`src/rtl/cpu_pkg.sv`:
```
// Shared CPU types and constants used by the fetch stage
// and its prefetch queue.
package cpu_pkg;

   localparam logic [31:0] NOP_INST = 32'h0;
   localparam logic [31:0] PC_STEP  = 32'd4;

   typedef enum logic [1:0] {
      IDLE,
      BUSY,
      DROP
   } fetch_state_e;

   typedef struct packed {
      logic [31:0] inst;
      logic [31:0] pc4;
   } fq_entry_t;

endpackage

```
`src/rtl/fetch_queue.sv`:
```
// Prefetch FIFO holding {inst, pc4} pairs between
// instruction memory and decode.
module fetch_queue
   import cpu_pkg::*;
#(
   parameter int unsigned DEPTH = 4,
   localparam int unsigned AW = $clog2(DEPTH),
   localparam int unsigned CW = AW + 1
) (
   input  logic          clk_i,
   input  logic          rst_i,
   input  logic          push,
   input  logic          pop,
   input  logic          flush,
   input  fq_entry_t     wdata,
   output logic [CW-1:0] count,
   output fq_entry_t     head
);

   fq_entry_t     mem [DEPTH];
   logic [AW-1:0] wr_ptr;
   logic [AW-1:0] rd_ptr;

   always_ff @(posedge clk_i) begin
      if (rst_i || flush) begin
         wr_ptr <= '0;
         rd_ptr <= '0;
         count  <= '0;
      end else begin
         if (push) wr_ptr <= wr_ptr + AW'(1);
         if (pop)  rd_ptr <= rd_ptr + AW'(1);
         count <= count + CW'(push) - CW'(pop);
      end
   end

   // Storage needs no reset; head is only used when count != 0.
   always_ff @(posedge clk_i) begin
      if (push && !flush) mem[wr_ptr] <= wdata;
   end

   assign head = mem[rd_ptr];

endmodule

```
`src/rtl/inst_fetch_unit.sv`:
```
// Fetch stage: owns the fetch PC, runs the imem req/ack
// handshake and feeds decode from a prefetch queue.
module inst_fetch_unit
   import cpu_pkg::*;
#(
   parameter int unsigned DEPTH    = 4,
   parameter logic [31:0] RESET_PC = 32'h0000_0000
) (
   input  logic        clk_i,
   input  logic        rst_i,
   output logic        imem_req_o,
   output logic [31:0] imem_addr_o,
   input  logic        imem_ack_i,
   input  logic [31:0] imem_data_i,
   input  logic        stall_i,
   input  logic        redirect_i,
   input  logic [31:0] redirect_pc_i,
   output logic        valid_o,
   output logic [31:0] inst_o,
   output logic [31:0] pc4_o
);

   localparam int unsigned CW = $clog2(DEPTH) + 1;

   fetch_state_e  state_q, state_d;
   logic [31:0]   pc_q, pc_d;
   logic [31:0]   addr_q, addr_d;
   logic [31:0]   addr_inc;
   logic          req_q;
   logic [CW-1:0] count;
   logic [CW:0]   cnt_next;
   logic          valid;
   logic          push;
   logic          pop;
   logic          space;
   fq_entry_t     wdata;
   fq_entry_t     head;

   assign addr_inc = addr_q + PC_STEP;
   assign valid    = (count != '0);
   assign pop      = valid & ~stall_i & ~redirect_i;
   assign push     = (state_q == BUSY) & imem_ack_i & ~redirect_i;
   assign wdata    = '{inst: imem_data_i, pc4: addr_inc};

   // Occupancy after this cycle's flush/pop/push settles.
   always_comb begin
      cnt_next = '0;
      if (!redirect_i) begin
         cnt_next = (CW+1)'(count) + (CW+1)'(push)
                  - (CW+1)'(pop);
      end
   end

   assign space = (cnt_next < (CW+1)'(DEPTH));

   always_comb begin
      state_d = state_q;
      pc_d    = pc_q;
      addr_d  = addr_q;
      unique case (state_q)
         IDLE: begin
            if (redirect_i) begin
               pc_d = redirect_pc_i;
            end else if (space) begin
               state_d = BUSY;
               addr_d  = pc_q;
            end
         end
         BUSY: begin
            if (redirect_i) begin
               pc_d    = redirect_pc_i;
               state_d = imem_ack_i ? IDLE : DROP;
            end else if (imem_ack_i) begin
               pc_d = addr_inc;
               if (space) begin
                  addr_d = addr_inc;
               end else begin
                  state_d = IDLE;
               end
            end
         end
         DROP: begin
            if (redirect_i) pc_d = redirect_pc_i;
            if (imem_ack_i) state_d = IDLE;
         end
         default: state_d = IDLE;
      endcase
   end

   always_ff @(posedge clk_i) begin
      if (rst_i) begin
         state_q <= IDLE;
         pc_q    <= RESET_PC;
         addr_q  <= RESET_PC;
         req_q   <= 1'b0;
      end else begin
         state_q <= state_d;
         pc_q    <= pc_d;
         addr_q  <= addr_d;
         req_q   <= (state_d != IDLE);
      end
   end

   fetch_queue #(
      .DEPTH (DEPTH)
   ) u_queue (
      .clk_i (clk_i),
      .rst_i (rst_i),
      .push  (push),
      .pop   (pop),
      .flush (redirect_i),
      .wdata (wdata),
      .count (count),
      .head  (head)
   );

   assign imem_req_o  = req_q;
   assign imem_addr_o = addr_q;
   assign valid_o     = valid;
   assign inst_o      = valid ? head.inst : NOP_INST;
   assign pc4_o       = valid ? head.pc4 : 32'h0;

endmodule

```
`config.mk`:
```
export PLATFORM = sky130hd
export DESIGN_NAME = inst_fetch_unit
export DESIGN_NICKNAME = d
export VERILOG_FILES = /design/src/rtl/cpu_pkg.sv /design/src/rtl/fetch_queue.sv /design/src/rtl/inst_fetch_unit.sv
export SDC_FILE = /design/constraint.sdc
export NUM_CORES = 1
export LEC_CHECK = 0
export ABC_AREA = 1
export BUFFER_PORTS_ARGS = -buffer_cell sky130_fd_sc_hd__buf_2
export CAP_MARGIN = 0
export CORE_ASPECT_RATIO = 1.75
export CORE_MARGIN = 4
export CORE_UTILIZATION = 58
export CTS_CLUSTER_DIAMETER = 150
export DETAILED_ROUTE_END_ITERATION = 10
export PLACE_DENSITY = 0.8
export SLEW_MARGIN = 40
export SYNTH_ARGS = -nofsm -noshare
export SYNTH_HDL_FRONTEND = slang
export SYNTH_SLANG_ARGS = --single-unit
```
`constraint.sdc`:
```
create_clock -name clk_i -period 4.36 [get_ports clk_i]
set_input_delay 0.218 -clock clk_i [delete_from_list [all_inputs] [get_ports clk_i]]
set_output_delay 0.218 -clock clk_i [all_outputs]
set_load 0.01 [all_outputs]
```
* Word-level counts from Yosys, hierarchy flattened
Memories as Yosys holds them, arrays and structs flattened. A register that Yosys moved wholly into a read port is not among the register bits.
Index checks and enable logic that the tools add are counted.
** Operators by class
- Add/subtract/negate cells :: 7
- Order comparisons :: 1
- Equality and inequality tests :: 9
- Muxes and demuxes :: 25
- Bitwise operators :: 6
- Reduce and logical (&&, ||, !) cells :: 11
** Operators by type and width (number)
- two-way mux 32 bit :: 10
- one-hot mux 32 bit (2 select lines) :: 2
- adder 32 x 3 -> 32 bit, second input constant :: 1
- two-way mux 2 bit :: 9
- inequality test 2 bit, second input constant :: 5
- one-hot mux 2 bit (3 select lines) :: 1
- AND reduction 6 bit :: 1
- nonzero test 2 bit :: 3
- adder 2 x 1 -> 2 bit, second input constant :: 2
- adder 3 x 1 -> 4 bit :: 1
- bitwise AND 1 bit :: 4
- < comparator 4 x 3 -> 1 bit, second input constant :: 1
- two-way mux 4 bit :: 1
- subtractor 4 x 1 -> 4 bit :: 1
- adder 3 x 1 -> 3 bit :: 1
- inequality test 3 bit, second input constant :: 1
- AND reduction 3 bit :: 1
- nonzero test 3 bit :: 1
- subtractor 3 x 1 -> 3 bit :: 1
- == test 2 x 1 -> 1 bit, second input constant :: 1
- == test 2 bit, second input constant :: 1
- logical NOT 2 bit :: 1
- two-way mux 1 bit :: 2
- inequality test 2 x 1 -> 1 bit, second input constant :: 1
- 5 further kinds :: 6
** Storage, ports and cells
- Bits in registers :: 74
- Bits in writable memories :: 256
- Bits of input ports :: 69
- Output and inout port bits :: 98
- Memories :: 1
** Memory list
- u_queue.mem :: depth 4, bits a word 64, read ports 1, clocked after Yosys merged registers in 1, wr ports 1, line fetch_queue.sv:20 : fq_entry_t mem [DEPTH];

* Logic depth before layout (Yosys ltp)
- Depth after elaboration :: 12
- Depth in mapped cells :: 15

* Cells and area by module
From an unflattened synthesis, not the netlist that was laid out.
** Second synthesis, totals
- Cells, all modules :: 1594
- Area total of the unflattened synthesis :: 14694.1 sq um
** By module, submodules not included
- fetch_queue :: instances 1, cells each 741, area an instance 10022.1 sq um
- inst_fetch_unit :: instances 1, cells each 853, area an instance 4672.0 sq um

* Least setup slack after synthesis
No wires, ideal clock.
- Kind :: reg2reg
- Start :: register state_q[0]
- End :: memory u_queue.mem[0][0] (netlist name) (enable)
- Setup time :: 0.486 ns
- Arrival time :: 3.478 ns
- Data required time :: 3.874 ns
- Path slack :: 0.396 ns
- Cell stages (with the launch flop) :: 5
- Path buffers :: 0
- Path through :: dfxtp_1 -> nand2_1 -> nor2_1 -> inv_1 -> nor2_1
** Between the ends
- Cells in the longest elaborated chain, start to end :: 6
** RTL lines
- from (decl) :: line inst_fetch_unit.sv:25 : fetch_state_e state_q, state_d;
- from (signal assigned) :: line inst_fetch_unit.sv:97 : state_q <= state_d;
- == test 2 x 1 -> 1 bit :: line inst_fetch_unit.sv:42 : assign push = (state_q == BUSY) & imem_ack_i & ~redirect_i;
- bitwise AND 1 bit (2 in series) :: line inst_fetch_unit.sv:42
- named net push :: line inst_fetch_unit.sv:33 : logic push;
- logical AND 1 bit :: line fetch_queue.sv:38 : if (push && !flush) mem[wr_ptr] <= wdata;
- two-way mux 1 bit :: line fetch_queue.sv:38
- two-way mux 1 bit (implied by the code) :: line fetch_queue.sv:38
- to (decl) :: line fetch_queue.sv:20
The timed path passes the listed nets, and every way through them passes these cells.

==> results_tabular.tex <==
\begin{tabular}{lr}
\hline
Metric & Value \\
\hline
\multicolumn{2}{l}{\textbf{Run status}} \\
Result of the run & finished clean \\
\multicolumn{2}{l}{\textbf{Global route}} \\
Met2 GRT Util & 48.0\% \\
Wire length of the first global-routing pass & 55500 µm \\
Most utilized layer in the global route result & met2 \\
Via count of the first global-routing pass & 11100 \\
Met3 usage & 2.30\% \\
Pin count of the biggest net entering global routing & 75 \\
GRT Util Overall & 25.5\% \\
Met1 usage in global routing & 28.4\% \\
Antenna violations before repair & 0 \\
Overall overflow remaining after global route & 0 \\
\multicolumn{2}{l}{\textbf{Critical path}} \\
Standard cell with the maximum stage delay on the critical path & sky130\_fd\_sc\_hd\_\_dfxtp\_4 \\
Startpoint class of the critical path & flop \\
Worst Setup End Kind & primary output \\
Reg2reg setup slack & 1.62 ns \\
Number of cells traversed by the worst register-to-register path & 12 \\
Arrival time of data at the critical path endpoint & 3.13 ns \\
Ordered list of cells on the worst path & clkinv\_2 > buf\_12 > o21ai\_0 > a21oi\_1 > buf\_2 \\
Worst flop-to-flop path startpoint & u\_queue.count[1] \\
Critical-path maximum fanout & 74 \\
Crit Reg-Reg Endpoint & imem\_addr\_o[23] \\
CP required & 4.14 ns \\
Capturing instance or port of the critical path & pc4\_o[3] \\
Longest individual stage delay on the worst path & 0.76 ns \\
Critical path class & flop to primary output \\
\multicolumn{2}{l}{\textbf{Yosys}} \\
Post-synthesis sequential area ratio & 64.3\% \\
Post-synth cell types & 34 \\
Cell Area, Synth & 14300 µm² \\
Share of synthesized area spent on multiplexers & 0\% \\
Net count after synthesis & 1542 \\
Ys Warns & 0 \\
Number of instances in the synthesized netlist & 1463 \\
Xor and xnor fraction of the mapped netlist area & 0.830\% \\
Number of synthesized register bits & 332 \\
Area share of fa/ha/maj cells after synthesis & 0.927\% \\
Post-synthesis share of cell area spent on and, or, nand and nor gates & 17.3\% \\
Mean instance size in the synthesized netlist & 9.78 µm² \\
Largest family of logic cells by synthesized area & simple AND/OR/NAND/NOR gates \\
Synthesized-area fraction occupied by ao, oa, aoi and oai cells & 12.3\% \\
\multicolumn{2}{l}{\textbf{Floorplan}} \\
Number of placed I/O pins & 167 \\
Die X-Extent & 127 µm \\
Initial cell density of the core & 59.4\% \\
Die footprint & 27400 µm² \\
Placeable core region & 24100 µm² \\
Cell Rows & 75 \\
Y dimension of the die & 216 µm \\
\multicolumn{2}{l}{\textbf{Timing}} \\
Peak clock frequency supported by timing & 0.299 GHz \\
Worst clock skew & 0.00970 ns \\
Setup TNS & 0 ns \\
Final setup viols & 0 \\
Setup repair after global routing missed its margin & no \\
Pin slew with the least headroom to its limit & 0.841 ns \\
Final Max Slew Viols & 0 \\
Final count of hold timing violations & 0 \\
Slew headroom & 43.9\% \\
Final Critical Period & 3.35 ns \\
Final Cycle Share & 76.8\% \\
\multicolumn{2}{l}{\textbf{Clock tree}} \\
Post-cts gate resize count & 0 \\
Root buffer selected by CTS & sky130\_fd\_sc\_hd\_\_clkbuf\_16 \\
Post-CTS setup buffer count & 0 \\
H-tree levels & 1 \\
Number of buffers created by CTS & 28 \\
Clock latency on the worst-skew pair & 0.55 ns \\
CTS tree & done \\
Number of sinks handled by clock tree synthesis & 332 \\
Clock transition at the registers of the reported paths & 0.07 ns \\
Bufs on Longest Clock Path & 3 \\
\multicolumn{2}{l}{\textbf{Placed design}} \\
Final weighted congestion in routability-driven placement & 0.949 \\
Number of cells after detailed placement & 1877 \\
\# port buffers & 166 \\
Sum of net half-perimeters after detailed placement & 22600 µm \\
\multicolumn{2}{l}{\textbf{Layout}} \\
Most common cell after layout, fill and taps aside & sky130\_fd\_sc\_hd\_\_nor2\_1 \\
Layout area overhead & 17.5\% \\
Cell Count, Final, Fillers Out & 1983 \\
Commonest non-fill, non-tap cells in the layout & sky130\_fd\_sc\_hd\_\_nor2\_1, sky130\_fd\_sc\_hd\_\_edfxtp\_1, sky130\_fd\_sc\_hd\_\_nand2\_1, sky130\_fd\_sc\_hd\_\_buf\_2, sky130\_fd\_sc\_hd\_\_a21oi\_1 \\
\# diodes & 0 \\
Proportion of layout cells with a drive suffix above 1 & 15.8\% \\
Net count reported at finish & 1734 \\
\multicolumn{2}{l}{\textbf{Min path}} \\
Hold Path Stages & 4 \\
Startpoint of the tightest hold check path & stall\_i \\
Path class of the lowest-slack min-delay path & input pin to flop \\
\multicolumn{2}{l}{\textbf{Power and ir drop}} \\
Peak ir drop on the vdd network & 0.358 mV \\
Total power per unit cell area & 385 nW/µm² \\
Leakage power of the design & 6.42 nW \\
\multicolumn{2}{l}{\textbf{Detailed routing}} \\
Wire length after detailed routing & 35400 µm \\
Wirelength per Cell & 17.9 µm \\
Count of nets left with antenna violations after detail routing & 0 \\
First-pass iteration count of the detailed router & 5 \\
Via total after detailed routing & 11100 \\
Detail-routed via count per cell & 5.58 \\
Post-route DRC & 0 \\
Initial DRC Count & 719 \\
\multicolumn{2}{l}{\textbf{Job}} \\
Max-capacitance violation count & 0 \\
\hline
\end{tabular}
==> repair_timing <==
item | CTS | global route
endpoints found under the setup margin | 0 | 0
hold buffers | 56 | 0
endpoints found under the hold margin | 152 | 0
==> where the power goes <==
group | internal, W | switching (W) | total, W
registers | 0.00349 | 0.0000648 | 0.00356
logic | 0.000179 | 0.000304 | 0.000484
clock network | 0.00134 | 0.00109 | 0.00243
==> synth_stat cells, drive strengths merged <==
| library cell | number | area (µm²) |
|---|---|---|
| a21oi | 164 | 836 |
| a31oi | 6 | 37.5 |
| and2 | 3 | 21.3 |
| buf | 45 | 226 |
| clkbuf | 35 | 135 |
| dfxtp | 76 | 1520 |
| edfxtp | 256 | 7690 |
| fa | 1 | 20.0 |
| ha | 9 | 113 |
| inv | 69 | 259 |
| nand2 | 235 | 897 |
| nand3 | 34 | 180 |
| nand4 | 6 | 37.5 |
| nor2 | 337 | 1320 |
| nor3 | 3 | 15.0 |
| o21a | 6 | 45.0 |
| o21ai | 166 | 842 |
| or2 | 1 | 6.26 |
| xor2 | 11 | 119 |
==> how the worst min path moves through the flow <==
stage / end
after floorplan: u_queue.mem[0][32]
final: flop
after global placement: u_queue.mem[3][48]
after CTS: flop
after global routing: pc_q[24]
after detailed placement: u_queue.mem[1][34]
==> sequential cells by signal, indices dropped and copies added (netlist names), named ones only <==
signal	flops
u_queue.mem	256
imem_addr_o	32
pc_q	32
u_queue.count	3
state_q	2
u_queue.rd_ptr	2
u_queue.wr_ptr	2
imem_req_o	1
==> per-layer routing <==
layer	up-vias	wire [µm]
met5	-	0
met4	0	1690
met3	94	1810
met2	395	19100
met1	5246	12800
li1	5325	-
==> per-stage QoR <==
stage / util, % / cell area [µm²] / hold WS (ns) / worst slack (ns) / power [W]
6_report: 69.7 / 16800 / 0.0221 / 1.01 / 0.00647
5_1_grt: 69.7 / 16800 / 0.0873 / 0.793 / 0.00667
4_1_cts: 69.7 / 16800 / 0.00816 / 1.23 / 0.00649
3_5_place_dp: 63.7 / 15400 / 0.438 / 1.66 / 0.00406
3_3_place_gp: 63.7 / 15400 / 0.427 / 1.75 / 0.00405
2_1_floorplan: - / 14300 / 0.317 / 0.396 / 0.00389
==> cells by family after synthesis <==
family,after synthesis
AO/OA/AOI/OAI,342
XOR/XNOR,11
adder cells (fa/ha/maj),10
buffers and inverters,149
flip-flops,332
AND/OR/NAND/NOR,619
==> cell type report <==
cell class,count,area [µm²]
sequential,332,9210
fill,1819,7300
multi-input combinational,982,4520
timing repair buffer,242,1560
clock buffer,38,759
tap,308,385
inverter,69,260
clock inverter,12,118
==> critical path, delay by kind of cell, from the launching register on <==
| kind | cells | cell delay, ns |
|---|---|---|
| DFF | 1 | 0.76 |
| AOI/OAI and AO/OA | 2 | 0.40 |
| buffers and inverters | 3 | 1.37 |
Power figures use the tool's default switching activity.
